## config.mk

```make
export PLATFORM = sky130hd
export DESIGN_NAME = gray_updown_counter
export DESIGN_NICKNAME = d
export VERILOG_FILES = /design/src/rtl/gray_updown_counter.sv
export SDC_FILE = /design/constraint.sdc
export NUM_CORES = 1
export LEC_CHECK = 0
export ABC_CLOCK_PERIOD_IN_PS = 3000
export BUFFER_PORTS_ARGS = -buffer_cell sky130_fd_sc_hd__buf_2
export CORE_MARGIN = 4
export CORE_UTILIZATION = 35
export CTS_BUF_LIST = sky130_fd_sc_hd__clkbuf_8
export DETAILED_ROUTE_END_ITERATION = 7
export GPL_ROUTABILITY_DRIVEN = 0
export PLACE_DENSITY = 0.64
export SLEW_MARGIN = 20
export SYNTH_ARGS = -nofsm -noshare
export SYNTH_HDL_FRONTEND = slang
export SYNTH_SLANG_ARGS = --single-unit
```

## constraint.sdc

```tcl
create_clock -name clk -period 3 [get_ports clk]
set_input_delay 0.6 -clock clk [delete_from_list [all_inputs] [get_ports clk]]
set_output_delay 0.6 -clock clk [all_outputs]
set_load 0.01 [all_outputs]
```

## src/rtl/gray_updown_counter.sv

```systemverilog
// -----------------------------------------------------------------------------
// gray_updown_counter
//
// Purpose:
//   Parametrised up/down Gray-code counter for FIFO pointers and clock-domain
//   crossing counters. A binary register and a Gray register are updated on
//   the same edge, so gray_out comes straight from a flop and a synchronizer
//   in another domain sees at most one bit change per count.
//
// Parameters:
//   DATA_WIDTH : counter width in bits (>= 2)
//   SATURATE   : 0 = wrap at the ends, 1 = hold at all-ones (up) / zero (down)
//
// Ports:
//   clk        in   rising-edge clock
//   rst_n      in   asynchronous active-low reset
//   en         in   count enable
//   up_dn      in   1 = increment, 0 = decrement (used only when en=1)
//   clr        in   synchronous clear to zero (highest priority)
//   load       in   synchronous load of load_gray
//   load_gray  in   Gray-encoded value to load
//   gray_out   out  registered Gray count
//   bin_out    out  registered binary count
//   gray_next  out  Gray value gray_out takes at the next edge (look-ahead)
//   tc         out  terminal count: en=1 and at the end for the current direction
//   wrap       out  registered one-cycle pulse after a wrap (SATURATE=0 only)
// -----------------------------------------------------------------------------
module gray_updown_counter #(
  parameter int DATA_WIDTH = 8,
  parameter int SATURATE   = 0
) (
  input  logic                  clk,
  input  logic                  rst_n,
  input  logic                  en,
  input  logic                  up_dn,
  input  logic                  clr,
  input  logic                  load,
  input  logic [DATA_WIDTH-1:0] load_gray,
  output logic [DATA_WIDTH-1:0] gray_out,
  output logic [DATA_WIDTH-1:0] bin_out,
  output logic [DATA_WIDTH-1:0] gray_next,
  output logic                  tc,
  output logic                  wrap
);

  localparam logic [DATA_WIDTH-1:0] ONE = DATA_WIDTH'(1);

  // Prefix XOR from the MSB down: b[MSB]=g[MSB], b[i]=b[i+1]^g[i].
  function automatic logic [DATA_WIDTH-1:0] gray2bin(input logic [DATA_WIDTH-1:0] g);
    logic [DATA_WIDTH-1:0] b;
    b[DATA_WIDTH-1] = g[DATA_WIDTH-1];
    for (int i = DATA_WIDTH - 2; i >= 0; i--) begin
      b[i] = b[i+1] ^ g[i];
    end
    return b;
  endfunction

  logic [DATA_WIDTH-1:0] r_bin;
  logic [DATA_WIDTH-1:0] r_gray;
  logic                  r_wrap;

  logic [DATA_WIDTH-1:0] w_bin_d;
  logic [DATA_WIDTH-1:0] w_gray_d;
  logic                  w_wrap_d;
  logic                  w_at_top;
  logic                  w_at_bot;

  assign w_at_top = &r_bin;
  assign w_at_bot = (r_bin == '0);
  assign tc       = en && (up_dn ? w_at_top : w_at_bot);

  // Next-state with priority clr > load > en > hold.
  always_comb begin
    // NOTE: every variable gets a default before the branches, so no path
    // leaves it unassigned and no latch is inferred.
    w_bin_d  = r_bin;
    w_wrap_d = 1'b0;
    if (clr) begin
      w_bin_d = '0;
    end else if (load) begin
      w_bin_d = gray2bin(load_gray);
    end else if (en) begin
      if (tc && (SATURATE != 0)) begin
        w_bin_d = r_bin;                       // pinned at the end
      end else begin
        w_bin_d  = up_dn ? (r_bin + ONE) : (r_bin - ONE);
        w_wrap_d = tc;                         // crossing the end is a wrap
      end
    end
    // The Gray register is always the encoding of the next binary value, so a
    // load reproduces load_gray exactly and a count moves a single bit.
    w_gray_d = w_bin_d ^ (w_bin_d >> 1);
  end

  assign gray_next = w_gray_d;

  // NOTE: state registers use non-blocking assignments so every flop samples
  // the pre-edge values, independent of block evaluation order.
  always_ff @(posedge clk or negedge rst_n) begin
    if (!rst_n) begin
      r_bin  <= '0;
      r_gray <= '0;
      r_wrap <= 1'b0;
    end else begin
      r_bin  <= w_bin_d;
      r_gray <= w_gray_d;
      r_wrap <= w_wrap_d;
    end
  end

  assign gray_out = r_gray;
  assign bin_out  = r_bin;
  assign wrap     = r_wrap;

`ifndef SYNTHESIS
  a_gray_matches_bin: assert property (
    @(posedge clk) disable iff (!rst_n)
      gray_out == (bin_out ^ (bin_out >> 1))
  );

  a_single_bit_step: assert property (
    @(posedge clk) disable iff (!rst_n)
      (en && !clr && !load) |=> ($countones(gray_out ^ $past(gray_out)) <= 1)
  );
`endif

endmodule
```

==> results by stage, run 1 <==
STA:
- The fmax is 332 MHz.
- The worst max-slew margin expressed relative to the limit is 76.0%.
- After layout, the worst path uses 101% of the clock period.
- The setup slack after layout is -15.1 ps.
- Hold is met by 254 ps.
- The transition time at the pin with the least slew margin is 360 ps.
- The count of endpoints failing hold in the final timing report is 0.
- The clock arrives with 1.58 ps of skew.
- Setup violations remaining at the end of the flow were counted as 1.
- Setup repair after global routing could not meet its margin everywhere.
- The final-report max-slew violation count is 0.
- The shortest period the worst path allows is 3020 ps.

Placement:
- After legalization and detailed placement, the total HPWL measured 2200 um.
- In this run the tool buffered the top-level ports with 39 buffer cells.
- The instance area after placement is 1450 um2.

Finish:
- Relative to the synthesized area, the layout overhead comes to 45.5%.
- The layout has 297 filler cells.
- The number of antenna cells inserted is 0.
- In the final layout, the share of cells above drive strength 1 is 46.2%.
- The final instance area is 1650 um2.
- The number of nets in the layout is 193.
- Measured on the finished design, the core utilization comes to 53.7%.

Setup path:
- The slowest stage of the critical path is the sky130_fd_sc_hd__or3_1 cell.
- The launch point of the worst path is up_dn.
- The element type at the critical path start is an input pin.
- The startpoint of the worst-slack reg-to-reg timing path is bin_out[1].
- The arrival time of data at the critical path endpoint is 2420 ps.
- In this design, the stage delay of the slowest critical-path cell is 330 ps.
- The critical path ends at gray_next[3].
- Walking the worst path, the cells encountered are buf_8 -> inv_4 -> ha_4 -> nor2b_4 -> o21a_1 -> or3_1 -> a311oi_2 -> a211o_1 -> xor2_1 -> buf_2.
- The critical path is of the input pin to primary output type.
- The worst register-to-register path ends at gray_out[6].
- The maximum fanout along the worst path is 3.
- The worst setup path is captured at a primary output.
- The setup slack of the most critical reg-to-reg path is 920 ps.
- The required time reported for the critical path endpoint is 2400 ps.
- The path depth of the worst reg2reg path is 9.

Logic synthesis:
- The post-synthesis area per instance is 9.70 um2.
- The main flop type after synthesis is sky130_fd_sc_hd__dfrtp_1.
- The gate count after technology mapping is 117.
- Synthesis instantiated 34 different standard cells from the library.
- By area the synthesized netlist is led by sky130_fd_sc_hd__dfrtp_1 35%, sky130_fd_sc_hd__xor2_1 7.7%, sky130_fd_sc_hd__xnor2_1 6.9%.
- The count of flip-flops with a built-in enable after synthesis is 0.
- The biggest area contributor in the post-synthesis netlist is sky130_fd_sc_hd__dfrtp_1.
- The fraction of registers with async set/reset is 100%.
- In the post-synthesis netlist, the cell with the most instances is sky130_fd_sc_hd__dfrtp_1.
- The mapped cell area is 1130 um2.
- Yosys printed 0 warnings.
- The total of flip-flops plus latches after synthesis is 16.
- After synthesis, flip-flops and latches occupy 35.3% of the total area.
- The net count after synthesis is 138.
- By count the netlist is led by 16 x sky130_fd_sc_hd__dfrtp_1, 10 x sky130_fd_sc_hd__xor2_1, 9 x sky130_fd_sc_hd__xnor2_1.
- The share of the synthesized area in the top cell type is 35.3%.

Clock tree:
- The root buffer cell chosen for the clock tree is sky130_fd_sc_hd__clkbuf_8.
- After clock tree synthesis, the flow added hold-fix buffers numbering 0.
- The maximum level of the CTS H-tree is 1.
- The clock edge transition at the registers on the reported setup and hold paths is 60 ps.
- The total clock buffers created by CTS is 3.
- The number of sinks driven by the clock tree is 16.
- The number of buffers on the longest clock path is 2.
- The clock reaches the later pin of the worst-skew pair after 250 ps.
- TritonCTS built the clock tree.

Routing:
- After the first detailed-routing iteration, the DRC count stood at 19.
- For this block, the routed nets add up to 2870 um of wire.
- The first detailed-routing pass ran for 4 iterations.
- The final route contains 1040 vias.
- The detailed-route DRC error count is 0.
- The detail-routed via count per cell is 4.84.
- The wire length per cell is 13.3 um.
- The detail route stage leaves a number of antenna-violating nets equal to 0.

GRT:
- Across every metal layer, demand over resource in global routing totals 13.9%.
- Global routing finished with a remaining overflow of 0.
- The wire length of the first global-routing pass is 4690 um.
- The number of antenna violations at the first check in global routing came to 0.
- The pin count of the biggest net entering global routing is 21.
- The number of global-route vias before repair is 1058.

Pwr:
- The leakage power is 0.838 nW.
- For this design the ratio of total power to cell area is 557 nW/um2.
- The worst supply voltage drop on vdd is 0.435 mV.

Flow run:
- The count of max-cap constraint violations is 0.

Status:
- The run finished, with violations left.
- The checks that failed: negative setup slack.

Die:
- The effective utilization at floorplan is 36.9%.
- The top-level I/O count is 40.
- In this run the horizontal extent of the chip is 64.9 um.
- The floorplan has 20 rows.
- In this run the standard cell core region covers 3080 um2.
- Measured along the y axis, the die boundary spans 64.9 um.
- The area of the die is 4220 um2.

Worst hold path:
- The worst hold-check path type is input pin to async pin.
[worst max-delay path, delay by kind of cell]
| kind | cells | cell delay, ps |
|---|---|---|
| AOI/OAI and AO/OA | 3 | 660 |
| and+or+nand+nor | 2 | 450 |
| buffers and inverters | 3 | 310 |
| xor gates and xnor gates | 1 | 210 |
| adders and majority gates | 1 | 190 |
[flip-flops by register name (all words and copies together), names as in the netlist]
signal    flops
bin_out       8
wrap          1
gray_out      7
[area by class of cell]
class / instances / area [um2] / share of cell area, %
clock buffers: 4 / 55.1 / 3.33
inverters: 7 / 28.8 / 1.74
multi-input cells: 88 / 776 / 47.0
flip-flops and latches: 16 / 400 / 24.2
well taps: 44 / 55.1 / 3.33
repair buffers: 56 / 337 / 20.4
[logic make-up (layout without fill, tap and decap cells)]
kind of cell,Yosys count,in the layout,share of synthesized area (%)
fa+ha+maj,7,7,8.38
simple gates,29,29,13.1
xor+xnor,21,21,18.7
flops,16,16,35.3
buf+inv,13,67,4.96
mux,4,4,3.97
compound gates,27,27,15.5
[metal layers]
layer	global-route usage, %	share of wire (%)	vias up
met1	15.7	39	496
met3	4.33	6.6	4
met4	2.11	0.59	0
met2	25.9	54	28
li1	-	-	512
met5	0	0	-
[how the worst min path moves through the flow]
| stage | to | slack [ps] | cells after the start |
|---|---|---|---|
| after floorplan | bin_out[0] | 300 | 0 |
| final | bin_out[7] | 250 | 1 |
| after global placement | bin_out[7] | 530 | 1 |
| after global routing | bin_out[6] | 270 | 1 |
| after CTS | bin_out[7] | 270 | 1 |
| after detailed placement | bin_out[7] | 540 | 1 |
[stage by stage]
step	std cells	setup slack, ps	TNS [ps]	total power [W]
after floorplan	117	54.9	0	0.000528
after global placement	207	-103	-407	0.000676
after detailed placement	207	-126	-502	0.000684
after CTS	213	-57.0	-114	0.000899
after global routing	215	-72.5	-232	0.000987
final	215	-15.1	-15.1	0.000921
[cells in the final DEF, fill, tap and decap left out, drive strengths merged, types with 2 or more instances in the layout]
cell and n:
a21o 4, o21a 2, nor2 7, o21ai 5, xor2 10, xnor3 2, a211oi 3, xnor2 9
ha 6, nand2 5, buf 56, clkbuf 4, nor3 3, a31oi 2, inv 7, mux2i 3
nand4 2, dfrtp 16, a21oi 7, nor2b 5, nor4 2
[where the power goes]
group / internal [W] / switching [W] / leakage [nW] / total [W]
registers: 0.000255 / 0.0000257 / 0.203 / 0.000281
logic: 0.000228 / 0.000223 / 0.606 / 0.000451
clock network: 0.000116 / 0.0000724 / 0.0288 / 0.000189
[timing repair]
item	CTS	global route
endpoints found under the setup margin	6	7
resized for setup	10	12
pin swaps	8	9
endpoints found under the hold margin	0	0
buffers inserted	2	2
Power figures use the tool's default switching activity.
==> run 2: changes to the inputs <==
Settings changed: TNS_END_PERCENT set to 50.
==> run 2 against run 1 <==
  * The run still ends with negative setup slack left
  * Routed wire length decreased by 2.4%
  * Cell count decreased by 0.47%
  * Non-clock buffer count decreased by 1
  * Critical endpoint unchanged
  * Critical path type unchanged
  * Maximum frequency about the same
  * Sequential power about the same
  * Clock-buffer cell count unchanged
  * Core utilization decreased by 0.24 points
  * Sequential share of layout area increased by 0.11 points
  * Sequential cell count unchanged
==> results by stage, run 2 (synthesis results as in run 1) <==
Setup path:
- For this design, the slowest cell found on the critical path is sky130_fd_sc_hd__or3_1.
- STA classifies the critical path endpoint as a primary output.
- The worst setup path is launched from an input pin.
- By startpoint and endpoint, the worst setup path is classified as input pin to primary output.
- Data on the critical path arrives at its endpoint at 2410 ps.
- The worst path buffer plus inverter count is 3.
- On the worst path, the slowest cell contributes a delay of 330 ps.
- In this run the worst path has a maximum fanout of 3.
- The kind of cell with the highest combined delay along the critical path is compound AO/OA/AOI/OAI gates.
- The required time reported for the critical path endpoint is 2400 ps.
- Traced cell by cell, the critical path runs through buf_8 -> inv_4 -> ha_4 -> nor2b_4 -> o21a_1 -> or3_1 -> a311oi_2 -> a211o_1 -> xor2_1 -> buf_2.

GRT:
- The number of global-route vias before repair is 1058.
- The number of antenna violations at the first check in global routing is 0.
- Entering global routing, the biggest net connects 21 pins.
- Global routing consumed, on the met2 layer, 25.9% of the routing resources.
- The routing usage on met1 is 15.7%.
- Global routing used 13.9% of the available tracks across all layers.
- The first global-routing pass estimated 4690 um of wire.
- After global routing, the most crowded layer is met2.
- Global routing used 4.33% of the available met3 tracks.
- Global routing finished with a remaining overflow of 0.

Pwr:
- The areal power density over the cells is 558 nW/um2.
- The total power draw is 0.000917 W.
- IR analysis of the VDD net gives a maximum drop of 0.434 mV.
- The leakage power is 0.833 nW.

Placement:
- The total half-perimeter wirelength after legalization and detailed placement is 2200 um.
- The number of cells in the design after placement is 207.
- The count of buffers added on input and output ports is 39.
- The instance area after placement is 1450 um2.
- The worst-case setup slack after placement is -126 ps.

Finish:
- The count of non-filler cells in the finished layout is 214.
- The flip-flop count of the largest register, all copies and words added is 8.
- Relative to the synthesized area, the layout overhead comes to 44.9%.
- The fraction of the core area covered by cells at the end of the flow is 53.4%.
- The most common cell after layout, fill and taps aside is sky130_fd_sc_hd__buf_2.
- The share of post-route cells with drive strength above 1 is 45.9%.
- 0 antenna diodes ended up in the layout.
- The count of filler cells inserted in the layout is 296.
- The final instance area is 1640 um2.
- Leaving out fill and tap cells, the most frequent cells in the layout are 38 x sky130_fd_sc_hd__buf_2, 16 x sky130_fd_sc_hd__dfrtp_1, 15 x sky130_fd_sc_hd__buf_4, 8 x sky130_fd_sc_hd__xnor2_1.
- The net count of the finished layout is 192.

STA:
- Headroom to the max-slew limit came out at 75.1%.
- Setup violations remaining at the end of the flow were counted as 1.
- At the pin with the least slew margin, the transition time is 373 ps.
- The final-report max-slew violation count came to 0.
- The count of endpoints failing hold in the final timing report is 0.
- The shortest period the worst path allows is 3010 ps.
- In the post-route analysis, the smallest setup slack over all paths is -14.7 ps.
- Setup repair after global routing could not meet its margin everywhere.
- Based on the critical path, the design can be clocked at up to 332 MHz.
- In the finished design, the share of the clock period the worst path needs comes to 100%.
- The post-route clock skew is 2.32 ps.

Routing:
- The post-detailed-routing wire length is 2800 um.
- For this block, the initial DRC count from the detailed router was 13.
- For this block, the via count after detailed routing is 1042.
- The remaining antenna violation count is 0.
- The wire length per cell is 13.1 um.
- In the routed layout, each cell is associated on average with a via count of 4.87.
- The detailed-route DRC error count is 0.
- The first detailed-routing pass took 4 iterations.

Clock tree:
- CTS placed an instance of sky130_fd_sc_hd__clkbuf_8 at the clock tree root.
- In this run the deepest clock path goes through 2 buffers.
- TritonCTS built the clock tree.
- The maximum level of the CTS H-tree is 1.
- After clock tree synthesis, the clock-pin slew on the worst setup and hold paths is 60 ps.
- The later pin in the worst-skew pair is clocked with a latency of 250 ps.
- Buffers inserted to repair hold after CTS numbered 0.
- The number of sinks driven by the clock tree is 16.
- The total clock buffers created by CTS is 3.

Die:
- The effective utilization at floorplan is 36.9%.
- The top-level I/O count is 40.
- The area of the core is 3080 um2.
- The total number of placement rows is 20.
- The area of the die is 4220 um2.
- Measured along the y axis, the die boundary spans 64.9 um.
- The horizontal die dimension is 64.9 um.

Status:
- The final reports fail on negative setup slack.
- The flow ran to the end, but the final reports show violations.

Worst hold path:
- The worst hold-check path type is input pin to async pin.

Flow run:
- The count of max-cap constraint violations is 0.
## run 2: through the flow
stage                     setup TNS (ps)  hold slack, ps
after floorplan                        0             304
after global placement              -407             526
after detailed placement            -502             540
after CTS                           -114             272
after global routing                -188             269
final                              -14.7             259
## run 2: cell type report
type	instances	area [um2]	area share [%]
inverter	7	28.8	1.75
sequential	16	400	24.4
timing repair buffer	55	329	20.0
clock buffer	4	55.1	3.35
multi-input combinational	88	776	47.2
tap	44	55.1	3.35
## run 2: worst paths after layout
check | startpoint | to | slack (ps) | cells after the start
setup / recovery | up_dn | gray_next[3] | -10 | 10
hold / removal | rst_n | bin_out[6] | 260 | 1
setup reg to reg | bin_out[1] | gray_out[6] | 920 | 9
hold reg to reg | bin_out[0] | bin_out[0] | 760 | 4
max in group asynchronous | rst_n | gray_out[1] | 2470 | 1
min in group clk | clr | bin_out[1] | 670 | 2
## run 2: repair_timing
| item | CTS | global route |
|---|---|---|
| setup endpoints to repair | 6 | 7 |
| gates resized for setup | 10 | 12 |
| buffers inserted | 2 | 1 |
| pin swaps | 8 | 9 |
## run 2: per-layer routing
| metal | wire, um | vias to the layer above |
|---|---|---|
| met2 | 1460 | 34 |
| met1 | 1120 | 493 |
| met4 | 17 | 0 |
| met5 | 0 | - |
| li1 | - | 511 |
| met3 | 201 | 4 |
## run 2: power by group
part | leakage, nW | switching [W] | total [W] | internal, W
logic | 0.601 | 0.000222 | 0.000448 | 0.000226
registers | 0.203 | 0.0000258 | 0.000281 | 0.000255
clock network | 0.0288 | 0.0000724 | 0.000189 | 0.000116
==> run 3: changes to the inputs <==
Settings changed: MAX_ROUTING_LAYER set to met4, REMOVE_ABC_BUFFERS set to 1.
==> run 3 against run 2 <==
  * The flow still finishes with violations (negative setup slack)
  * Hold slack got worse by 3.9 ps
  * Core utilization grew 1.3 points
  * Clock power hardly changed
  * Critical path type unchanged
  * Largest cell class unchanged
  * Highest routed layer unchanged
==> results by stage, run 3 (synthesis results as in run 1) <==
GRT:
- The first global-routing pass estimated 4860 um of wire.
- The overall global routing resource usage is 15.2%.
- The total overflow left after global routing is 0.
- The number of antenna violations at the first check in global routing is 0.
- The number of global-route vias before repair was 1064.
- The pin count of the biggest net entering global routing is 21.

Pwr:
- The worst-case IR drop observed on VDD is 0.382 mV.
- Overall power consumption after layout is estimated at 0.000952 W.
- Dividing total power by cell area gives a power density of 566 nW/um2.
- In this run the static leakage power is 0.882 nW.

STA:
- The fmax is 324 MHz.
- In the post-route analysis, the smallest setup slack over all paths is -90.8 ps.
- The routed design could run at a clock period as short as 3090 ps.
- The count of endpoints failing hold in the final timing report was 0.
- Of the available clock period, the critical path in the final layout requires 103%.
- The post-route clock skew is 2.61 ps.
- Setup repair after global routing could not meet its margin everywhere.
- Setup violations remaining at the end of the flow were counted as 4.
- The transition time at the pin with the least slew margin is 370 ps.
- The final-report max-slew violation count was 0.
- The worst pin sits at a relative slew slack of 75.3%.

Die:
- In this run the core area contains 20 standard-cell rows.
- The area of the core is 3080 um2.
- In this run the vertical extent of the chip is 64.9 um.
- The floorplan step defined a die boundary enclosing 4220 um2.
- Once the floorplan was initialized, standard cells occupied 36.9% of the core.
- In this run the horizontal extent of the chip is 64.9 um.
- The top-level I/O count is 40.

Routing:
- The detailed-route DRC error count is 0.
- For this run, the detailed router's first-pass iteration total came to 2.
- The detailed-route via count is 1060.
- The detailed router finished its first iteration with 34 violations.
- Dividing the detail-routed wire length by the instance count gives 13.5 um.
- The routed design has 2990 um of wire.
- After detailed routing, the number of vias per cell comes to 4.80.
- The detail route stage leaves a number of antenna-violating nets equal to 0.

Setup path:
- The arrival time of data at the critical path endpoint is 2490 ps.
- The startpoint-to-endpoint class of the critical path is input pin to primary output.
- The most critical setup path has its startpoint at up_dn.
- The startpoint of the worst-slack reg-to-reg timing path is bin_out[2].
- The maximum fanout along the worst path is 3.
- The element type at the critical path start is an input pin.
- The required time reported for the critical path endpoint is 2400 ps.
- For flop-to-flop paths, the worst setup slack is 610 ps.
- The worst setup path is captured at a primary output.

Worst hold path:
- The worst hold-check path type is input pin to async pin.

Status:
- The final reports fail on negative setup slack.
- The flow ran to the end, but the final reports show violations.

Clock tree:
- The clock drives 16 sinks.
- CTS built an H-tree with a depth of 1.
- The number of buffers on the longest clock path is 2.
- CTS placed an instance of sky130_fd_sc_hd__clkbuf_8 at the clock tree root.
- Clock latency on the worst-skew pair, taken at its later pin, is 250 ps.
- The TritonCTS clock tree is built.
- Clock tree synthesis inserted a total of 3 buffers.
- Clock-pin slew was measured on the worst setup and hold paths at 60 ps.

Placement:
- In this run the tool buffered the top-level ports with 39 buffer cells.
- The placed instances occupy a cell area of 1490 um2.
- The total half-perimeter wirelength after legalization and detailed placement is 2370 um.
- The worst-case setup slack after placement is -238 ps.
- Counting tap cells, the placed design contains a total of 212 instances.

Finish:
- The count of non-filler cells in the finished layout is 221.
- The number of antenna cells inserted is 0.
- In the layout the commonest cells are 38 x sky130_fd_sc_hd__buf_2, 22 x sky130_fd_sc_hd__buf_4, 16 x sky130_fd_sc_hd__dfrtp_1, 8 x sky130_fd_sc_hd__xor2_1.
- The layout overhead on the synthesized area is 48.4%.
- The most common cell after layout, fill and taps aside is sky130_fd_sc_hd__buf_2.
- The flip-flop count of the largest register, all copies and words added is 8.
- After routing the design area is 1680 um2.
- The share of post-route cells with drive strength above 1 is 47.5%.
- The number of nets in the layout is 199.

Flow run:
- The count of max-cap constraint violations is 0.
==> run 3: worst paths after layout <==
kind | endpoint | cells after the start
setup / recovery | gray_next[6] | 11
hold / removal | bin_out[2] | 1
setup reg to reg | gray_out[3] | 10
hold reg to reg | bin_out[0] | 4
max in group asynchronous | gray_out[4] | 1
min in group clk | gray_out[0] | 3
==> run 3: layer usage <==
layer | share of wire (%) | vias to the layer above | GRT usage [%]
li1 | - | 526 | -
met1 | 43 | 495 | 18.7
met2 | 49 | 37 | 25.5
met3 | 7.7 | 2 | 4.33
met4 | 0.13 | 0 | 1.85
met5 | 0 | - | -
==> run 3: power breakdown <==
part | leakage, nW | internal [W] | switching, W | total, W
clock network | 0.0288 | 0.000116 | 0.0000732 | 0.000190
logic | 0.649 | 0.000247 | 0.000236 | 0.000484
registers | 0.203 | 0.000255 | 0.0000241 | 0.000279
==> run 3: metrics by stage <==
stage	hold WS, ps	TNS, ps	util [%]
detailed placement	531	-886	48.4
floorplan	304	0	-
global route	278	-801	54.7
global placement	523	-663	48.4
finish	255	-241	54.7
CTS	262	-274	53.3
==> run 3: area by class of cell <==
class                           count  area [um2]
Fill cell                         290        1390
Multi-Input combinational cell     88         763
Sequential cell                    16         400
Tap cell                           44        55.1
Timing Repair Buffer               62         382
Clock buffer                        4        55.1
Inverter                            7        28.8
==> run 3: critical path: stages <==
cell and delay, ps:
sky130_fd_sc_hd__buf_8 100, sky130_fd_sc_hd__buf_6 110, sky130_fd_sc_hd__fa_2 390, sky130_fd_sc_hd__nor2b_4 120
sky130_fd_sc_hd__o21a_1 140, sky130_fd_sc_hd__buf_4 110, sky130_fd_sc_hd__o211ai_1 100, sky130_fd_sc_hd__mux2i_1 140
sky130_fd_sc_hd__o221a_2 320, sky130_fd_sc_hd__xor2_1 190, sky130_fd_sc_hd__buf_2 160
==> run 3: what timing repair did <==
item                       in CTS  in global routing
setup endpoints to repair       7                  7
hold buffers                    0                  0
buffers inserted                5                  0
resized for setup              11                  8
pin swaps                      11                  6
